--- src/rtl/press_classifier.sv ---
// Classifies debounced button presses as short or long and holds one event
// for a consumer; a second event arriving while one is unacknowledged is dropped.
module press_classifier #(
   parameter logic [15:0] LONG_CYCLES = 16'd50000
) (
   input  logic       clk,
   input  logic       reset,
   input  logic       debounced,
   input  logic       ack,
   output logic       evt_valid,
   output logic       evt_long,
   output logic [7:0] press_count,
   output logic       overflow
);

   typedef enum logic [1:0] {IDLE, PRESSED, HELD} state_t;

   // Last counter value before the classifying sample; the rise sample counts as the first high sample.
   localparam logic [15:0] LONG_LAST = LONG_CYCLES - 16'd2;

   state_t      state_reg, state_next;
   logic [15:0] count_reg, count_next;
   logic        d_q;
   logic        rise;
   logic        gen_evt;
   logic        gen_long;

   logic        evt_valid_next;
   logic        evt_long_next;
   logic [7:0]  press_count_next;
   logic        overflow_next;

   assign rise = debounced & ~d_q;

   always_ff @(posedge clk or posedge reset) begin
      if (reset) begin
         state_reg <= IDLE;
         count_reg <= 16'd0;
         d_q       <= 1'b0;
      end else begin
         state_reg <= state_next;
         count_reg <= count_next;
         d_q       <= debounced;
      end
   end

   always_comb begin
      state_next = state_reg;
      count_next = count_reg;
      gen_evt    = 1'b0;
      gen_long   = 1'b0;
      case (state_reg)
         IDLE: begin
            if (rise) begin
               state_next = PRESSED;
               count_next = 16'd0;
            end
         end
         PRESSED: begin
            if (!debounced) begin
               gen_evt    = 1'b1;
               state_next = IDLE;
            end else if (count_reg == LONG_LAST) begin
               gen_evt    = 1'b1;
               gen_long   = 1'b1;
               state_next = HELD;
            end else begin
               count_next = count_reg + 16'd1;
            end
         end
         HELD: begin
            if (!debounced) begin
               state_next = IDLE;
            end
         end
         default: begin
            state_next = IDLE;
         end
      endcase
   end

   // Event slot: an ack on the same edge as a new event frees the slot for it.
   always_comb begin
      evt_valid_next   = evt_valid;
      evt_long_next    = evt_long;
      press_count_next = press_count;
      overflow_next    = overflow;
      if (gen_evt) begin
         if (!evt_valid || ack) begin
            evt_valid_next   = 1'b1;
            evt_long_next    = gen_long;
            press_count_next = press_count + 8'd1;
         end else begin
            overflow_next = 1'b1;
         end
      end else if (evt_valid && ack) begin
         evt_valid_next = 1'b0;
      end
   end

   always_ff @(posedge clk or posedge reset) begin
      if (reset) begin
         evt_valid   <= 1'b0;
         evt_long    <= 1'b0;
         press_count <= 8'd0;
         overflow    <= 1'b0;
      end else begin
         evt_valid   <= evt_valid_next;
         evt_long    <= evt_long_next;
         press_count <= press_count_next;
         overflow    <= overflow_next;
      end
   end

endmodule
--- config.mk ---
export PLATFORM = sky130hd
export DESIGN_NAME = press_classifier
export DESIGN_NICKNAME = d
export VERILOG_FILES = /design/src/rtl/press_classifier.sv
export SDC_FILE = /design/constraint.sdc
export NUM_CORES = 1
export LEC_CHECK = 0
export CORE_MARGIN = 4
export CORE_UTILIZATION = 45
export DETAILED_ROUTE_END_ITERATION = 6
export DONT_BUFFER_PORTS = 1
export PLACE_DENSITY = 0.69
export SLEW_MARGIN = 20
export SYNTH_ARGS = -nofsm -noshare
export SYNTH_HDL_FRONTEND = slang
export SYNTH_SLANG_ARGS = --single-unit
--- constraint.sdc ---
create_clock -name clk -period 2.4 [get_ports clk]
set_input_delay 0.24 -clock clk [delete_from_list [all_inputs] [get_ports clk]]
set_output_delay 0.24 -clock clk [all_outputs]
set_load 0.02 [all_outputs]
== After elaboration in Yosys (flattened, before gate mapping) ==
Index checks and enable logic that the tools add are counted.

* Bits in registers: 30
* Latch bits: 0
* Bits in writable memories: 0
* Memory bits (read-only): 0
* Bits of input ports: 4
* Output and inout bits: 11
* Logic and storage cells: 49
* Memories kept: 0

* Add/subtract/negate cells: 2
* Multiply operators: 0
* Div/mod/pow operators: 0
* Magnitude comparators: 0
* Eq/ne operators: 9
* Shift-type cells: 0
* Mux-type cells: 17
* Bitwise gates (word level): 3
* Reductions and logical operators: 11

{| class="wikitable"
|+ Operator list
! operator !! number
|-
| 16-bit two-way mux || 3
|-
| 16-bit one-hot mux with 2 select lines || 1
|-
| 16-bit by 1-bit adder with 16-bit output, second input constant || 1
|-
| 16-bit equality test, second input constant || 1
|-
| 8-bit by 1-bit adder with 8-bit output, second input constant || 1
|-
| 1-bit two-way mux || 8
|-
| 2-bit two-way mux || 4
|-
| 2-bit inequality test, second input constant || 4
|-
| 2-bit one-hot mux with 3 select lines || 1
|-
| 2-bit AND reduction || 3
|-
| 4-bit AND reduction || 1
|-
| 2-bit nonzero test || 2
|-
| 3-bit inequality test, second input constant || 1
|-
| 3-bit AND reduction || 1
|-
| 2-bit by 1-bit equality test with 1-bit output, second input constant || 1
|-
| 2-bit equality test, second input constant || 1
|-
| 2-bit zero test || 1
|-
| 2-bit by 1-bit inequality test with 1-bit output, second input constant || 1
|-
| 1-bit inverter || 2
|-
| 1-bit AND || 1
|-
| 1-bit logical AND || 1
|-
| 1-bit zero test || 1
|-
| 1-bit logical OR || 1
|}

== Logic depth before layout (Yosys ltp) ==
* Depth in word-level cells: 6
* Gate-level depth with buffers: 7

== Worst setup path before layout ==
OpenSTA, ideal clock, no wires.

* Path type: register to register
* Start point: reg count_reg[4]
* End point: reg press_count[6]
* Setup time: 0.129 ns
* Arrival: 1.869 ns
* Data required time: 2.271 ns
* Path slack: 0.402 ns
* Stages on the path, launching flop included: 6
* Buffers on the path: 1
* Clock period less this slack: 1.998 ns
* Cell sequence: dfrtp_1 or4b_1 o41ai_4 buf_6 nand4_1 xnor2_1

* Word-level cells in the longest chain between the ends: 5

{| class="wikitable"
|+ RTL lines
! item !! line !! source
|-
| start: declaration || 22 || <nowiki>logic [15:0] count_reg, count_next;</nowiki>
|-
| start signal: assignment || 42 || <nowiki>count_reg <= count_next;</nowiki>
|-
| 16-bit equality test || 63 || <nowiki>end else if (count_reg == LONG_LAST) begin</nowiki>
|-
| 1-bit two-way mux || 63 ||
|-
| 1-bit two-way mux || 60 || <nowiki>if (!debounced) begin</nowiki>
|-
| 1-bit two-way mux || 52 || <nowiki>case (state_reg)</nowiki>
|-
| 2-bit AND reduction (no source line) || - ||
|-
| end signal: assignment || 110 || <nowiki>press_count <= press_count_next;</nowiki>
|-
| end: declaration || 12 || <nowiki>output logic [7:0] press_count,</nowiki>
|}

No other way between the ends.
A chain may end at the register's enable or synchronous reset.

== Worst setup path after layout ==
* Start point: reg state_reg[1]
* End point: reg count_reg[15]

* Word-level cells in the longest chain between the ends: 3
* Elaborated cells between the ends (all ways): 8
* Classes of those cells: eq/ne (4); mux (1); reduce/logical (3)

{| class="wikitable"
|+ RTL lines
! item !! line !! source
|-
| start: declaration || 21 || <nowiki>state_t state_reg, state_next;</nowiki>
|-
| start signal: assignment || 41 || <nowiki>state_reg <= state_next;</nowiki>
|-
| 2-bit by 1-bit equality test with 1-bit output or 2-bit zero test (tied branches) || 52 ||
|-
| 2-bit inequality test (no source line) or 2-bit nonzero test (tied branches) || - ||
|-
| 4-bit AND reduction (no source line) || - ||
|}

Several ways; a longest one is shown, not always the timed one.

==> flow_summary.html <==
<table>
<tr><th>Metric</th><th>Value</th></tr>
<tr><th colspan="2">Layout</th></tr>
<tr><td>ANT cells</td><td>0</td></tr>
<tr><td>Number of cells in the finished layout apart from fillers</td><td>207</td></tr>
<tr><td>Net count reported at finish</td><td>169</td></tr>
<tr><td>Number of flip-flops under the largest register name</td><td>16</td></tr>
<tr><td>Fraction of final layout cells with drive strength greater than 1</td><td>0.110</td></tr>
<tr><td>Fin area</td><td>0.00170 mm2</td></tr>
<tr><td>Area growth syn-to-layout</td><td>10.1%</td></tr>
<tr><td># fillers</td><td>294</td></tr>
<tr><th colspan="2">Drt</th></tr>
<tr><td>DRC marker count from the first detailed-route iteration</td><td>between 90 and 100</td></tr>
<tr><td>Final wirelength</td><td>roughly 3.2 mm</td></tr>
<tr><td>Iteration count of the initial detailed-routing pass</td><td>4</td></tr>
<tr><td>Highest routed layer</td><td>met4</td></tr>
<tr><td>Antenna-violating nets left</td><td>0</td></tr>
<tr><td>Via-per-instance ratio</td><td>between 5 and 6</td></tr>
<tr><td>Number of vias after detailed routing</td><td>1172</td></tr>
<tr><td>Routed len/inst</td><td>around 15 um</td></tr>
<tr><td>Detailed-route wire length on metal 1</td><td>1.45 mm</td></tr>
<tr><td>Remaining routing DRC violations</td><td>0</td></tr>
<tr><td>Met2 WL post-DR</td><td>around 1.5 mm</td></tr>
<tr><td>Met3 wire length</td><td>174 um</td></tr>
<tr><th colspan="2">Worst setup path</th></tr>
<tr><td>Category of the most critical setup path</td><td>reg -&gt; reg</td></tr>
<tr><td>Crit path capture type</td><td>flop</td></tr>
<tr><td>List of cells traversed by the critical path</td><td>nand4b_1 -&gt; or4_1 -&gt; or4b_1 -&gt; a21oi_1</td></tr>
<tr><td>Startpoint of the most critical register-to-register path</td><td>state_reg[1]$_DFFE_PP0P_</td></tr>
<tr><td>Critical Path Slowest Stage Cell</td><td>or4_1</td></tr>
<tr><td>Arrival time reported for the critical path endpoint</td><td>approximately 2.4 ns</td></tr>
<tr><td>First element of the critical path</td><td>state_reg[1]$_DFFE_PP0P_</td></tr>
<tr><td>Element type at the critical path start</td><td>flop</td></tr>
<tr><td>Maximum single-stage delay on the critical path</td><td>0.65 ns</td></tr>
<tr><td>CP Max Fanout</td><td>8</td></tr>
<tr><td>Required time of the worst setup path</td><td>between 2 and 3 ns</td></tr>
<tr><th colspan="2">STA</th></tr>
<tr><td>Final max-slew violation count</td><td>0</td></tr>
<tr><td>Setup repair after global routing missed its margin</td><td>false</td></tr>
<tr><td>Setup-violating endpoint count in the final report</td><td>0</td></tr>
<tr><td>Ratio of final minimum period to clock period</td><td>0.905</td></tr>
<tr><td>Worst-Margin Slew</td><td>~0.70 ns</td></tr>
<tr><td>Final Hold Slack</td><td>approximately 0.072 ns</td></tr>
<tr><td>Setup TNS Final</td><td>0 ns</td></tr>
<tr><td>Slew margin rel.</td><td>0.531</td></tr>
<tr><td>Clock period minus worst slack</td><td>~2.2 ns</td></tr>
<tr><td>Final Hold Violating Endpoints</td><td>0</td></tr>
<tr><td>PnR worst setup slack</td><td>0.229 ns</td></tr>
<tr><td>Final clock skew</td><td>approximately 0.0014 ns</td></tr>
<tr><td>Maximum clock frequency</td><td>between 400 and 500 MHz</td></tr>
<tr><th colspan="2">Clocking</th></tr>
<tr><td>Number of sinks handled by clock tree synthesis</td><td>30</td></tr>
<tr><td>CTS clk-pin slew, worst paths</td><td>0.09 ns</td></tr>
<tr><td>Maximum number of buffers from clock root to sink</td><td>2</td></tr>
<tr><td>H-tree depth reported by CTS</td><td>2</td></tr>
<tr><td>Post-CTS Setup Inserts</td><td>0</td></tr>
<tr><td>Clock tree from TritonCTS</td><td>done</td></tr>
<tr><td>CTS buffer count</td><td>5</td></tr>
<tr><td>Clock latency of the later-clocked register in the worst-skew pair</td><td>~0.32 ns</td></tr>
<tr><td>Clock Root Buffer</td><td>clkbuf_4</td></tr>
<tr><th colspan="2">Yosys</th></tr>
<tr><td>Post-synth top cells</td><td>dfrtp_1, nand2_1, inv_1, nand3_1, xnor2_1</td></tr>
<tr><td>Main synth FF type</td><td>dfrtp_1</td></tr>
<tr><td>Post-synthesis net count</td><td>~160</td></tr>
<tr><td>Post-synthesis sequential element count</td><td>30</td></tr>
<tr><td>Mean post-synth cell area</td><td>between 10 and 15 um2</td></tr>
<tr><td>Portion of the post-synthesis area used by sequential elements</td><td>0.487</td></tr>
<tr><td>Mapped Area</td><td>around 0.0015 mm2</td></tr>
<tr><td>EDFF count, synth</td><td>0</td></tr>
<tr><td>Post-synth top area share</td><td>0.487</td></tr>
<tr><td>Total of warnings raised by yosys</td><td>0</td></tr>
<tr><td>Library cell occupying the most area in the post-synthesis netlist</td><td>dfrtp_1</td></tr>
<tr><td>Synthesized netlist cell count</td><td>between 150 and 200</td></tr>
<tr><td>Most common cell in the netlist</td><td>dfrtp_1</td></tr>
<tr><td>Number of library cell types mapped by synthesis</td><td>38</td></tr>
<tr><td>Async SR Flop Fraction</td><td>1.00</td></tr>
<tr><td>Area contributors post-synth</td><td>dfrtp_1, xnor2_1, nand3_1</td></tr>
<tr><th colspan="2">Worst hold path</th></tr>
<tr><td>Hold/Removal Path Class</td><td>in -&gt; reg</td></tr>
<tr><td>Start point of the worst hold path</td><td>debounced</td></tr>
<tr><th colspan="2">Placed design</th></tr>
<tr><td>Cell total after placement</td><td>197</td></tr>
<tr><td>Last weighted congestion value of the routability-driven placer</td><td>approximately 0.9</td></tr>
<tr><td>Number of buffers inserted by port buffering</td><td>0</td></tr>
<tr><td>Standard cell area after detailed placement</td><td>roughly 0.0016 mm2</td></tr>
<tr><td>Setup slack at placement</td><td>0.292 ns</td></tr>
<tr><td>Half-perimeter wire length after placement</td><td>2.32 mm</td></tr>
<tr><th colspan="2">Outcome</th></tr>
<tr><td>Run status</td><td>completed</td></tr>
<tr><th colspan="2">Global routing</th></tr>
<tr><td>Global-route wire length before repair</td><td>around 5.4 mm</td></tr>
<tr><td>Number of antenna violations at the first check in global routing</td><td>0</td></tr>
<tr><td>Vias in the first global route</td><td>1156</td></tr>
<tr><td>Total congestion overflow</td><td>0</td></tr>
<tr><td>Total GRT Usage</td><td>0.162</td></tr>
<tr><td>Largest net degree at the start of global routing</td><td>20</td></tr>
<tr><th colspan="2">Pwr</th></tr>
<tr><td>Power density over the cells</td><td>roughly 750 mW/mm2</td></tr>
<tr><td>Static Leak</td><td>0.697 nW</td></tr>
<tr><td>VDD IR max</td><td>0.000516 V</td></tr>
<tr><th colspan="2">Die</th></tr>
<tr><td>Die outline height</td><td>roughly 67 um</td></tr>
<tr><td>Die width</td><td>between 60 and 70 um</td></tr>
<tr><td>Number of placement rows</td><td>20</td></tr>
<tr><td>IO Count</td><td>15</td></tr>
<tr><td>Area of the die</td><td>around 0.0044 mm2</td></tr>
<tr><td>Initial standard-cell utilization of the core</td><td>0.489</td></tr>
<tr><td>Area inside the core boundary</td><td>0.00315 mm2</td></tr>
<tr><th colspan="2">Flow run</th></tr>
<tr><td>Number of violations of the max-capacitance limit</td><td>0</td></tr>
</table>
-- layer usage --
| metal | vias up | global-route usage |
|---|---|---|
| li1 | 577 | - |
| met2 | 36 | 0.249 |
| met1 | 552 | 0.209 |
| met3 | 7 | 0.0573 |
| met5 | - | 0 |
| met4 | 0 | 0.0609 |
-- final cells by class --
| class | instances | area [um2] | area share |
|---|---|---|---|
| inverter | 10 | 37.5 | 0.0221 |
| timing repair buffer | 6 | 50.0 | 0.0295 |
| sequential | 30 | 751 | 0.442 |
| tap | 44 | 55.1 | 0.0324 |
| clock buffer | 8 | 78.8 | 0.0464 |
| multi-input combinational | 109 | 727 | 0.428 |
-- kinds of logic after synthesis --
family	Yosys count	share of synthesized area
and+or+nand+nor	69	0.255
adders and majority gates	3	0.0243
buffers and inverters	15	0.0422
DFF	30	0.487
muxes	4	0.0268
xor gates and xnor gates	10	0.0568
AOI/OAI and AO/OA	23	0.109
-- worst max-delay path, delay by kind of cell, from the launching register on --
| kind | cells | cell delay, ns |
|---|---|---|
| AO/OA/AOI/OAI | 1 | 0.15 |
| flip-flops | 1 | 0.45 |
| AND/OR/NAND/NOR | 3 | 1.50 |
-- cell usage in the layout (no fill, tap or decap), drive strengths merged, types with 2 or more instances in the layout --
cell,netlist,routed
a21oi,7,7
and3,4,4
buf,2,4
clkbuf,3,8
dfrtp,30,30
dlygate4sd3,0,2
ha,3,3
inv,10,10
mux2i,3,3
nand2,13,13
nand2b,2,2
nand3,10,10
nand4,7,7
nor2,7,7
nor2b,2,2
nor3,3,3
nor4,4,4
o211ai,3,3
o21ai,4,4
o31ai,3,3
o41ai,3,3
or2,2,2
or3,4,4
or4,5,5
or4b,3,3
xnor2,10,10
-- what timing repair did --
item	CTS	global route
endpoints found under the hold margin	19	0
hold buffers	2	0
resized for setup	0	0
-- report_power, final --
part	total, mW	internal [mW]	switching [mW]	leakage [nW]
registers	0.729	0.573	0.155	0.401
logic	0.177	0.0804	0.0967	0.251
clock network	0.374	0.200	0.174	0.0446
total	1.28	0.854	0.426	0.697
-- worst paths after layout --
check / endpoint / slack, ns / depth (start not counted)
worst min-delay path: state_reg[1]$_DFFE_PP0P_ / 0.07 / 2
worst max-delay path: count_reg[15]$_DFFE_PP0P_ / 0.23 / 4
worst min register to register: count_reg[6]$_DFFE_PP0P_ / 0.54 / 1
max in group asynchronous: count_reg[13]$_DFFE_PP0P_ / 1.30 / 3
min in group asynchronous: press_count[4]$_DFFE_PP0P_ / 0.46 / 2
worst max register to register: count_reg[15]$_DFFE_PP0P_ / 0.23 / 4
-- stage by stage --
step	utilization	total power, mW
2_1_floorplan	-	0.847
3_3_place_gp	0.508	0.895
3_5_place_dp	0.508	0.916
4_1_cts	0.539	1.29
5_1_grt	0.539	1.36
6_report	0.539	1.28
No activity file was read; power rests on OpenSTA's default activity.
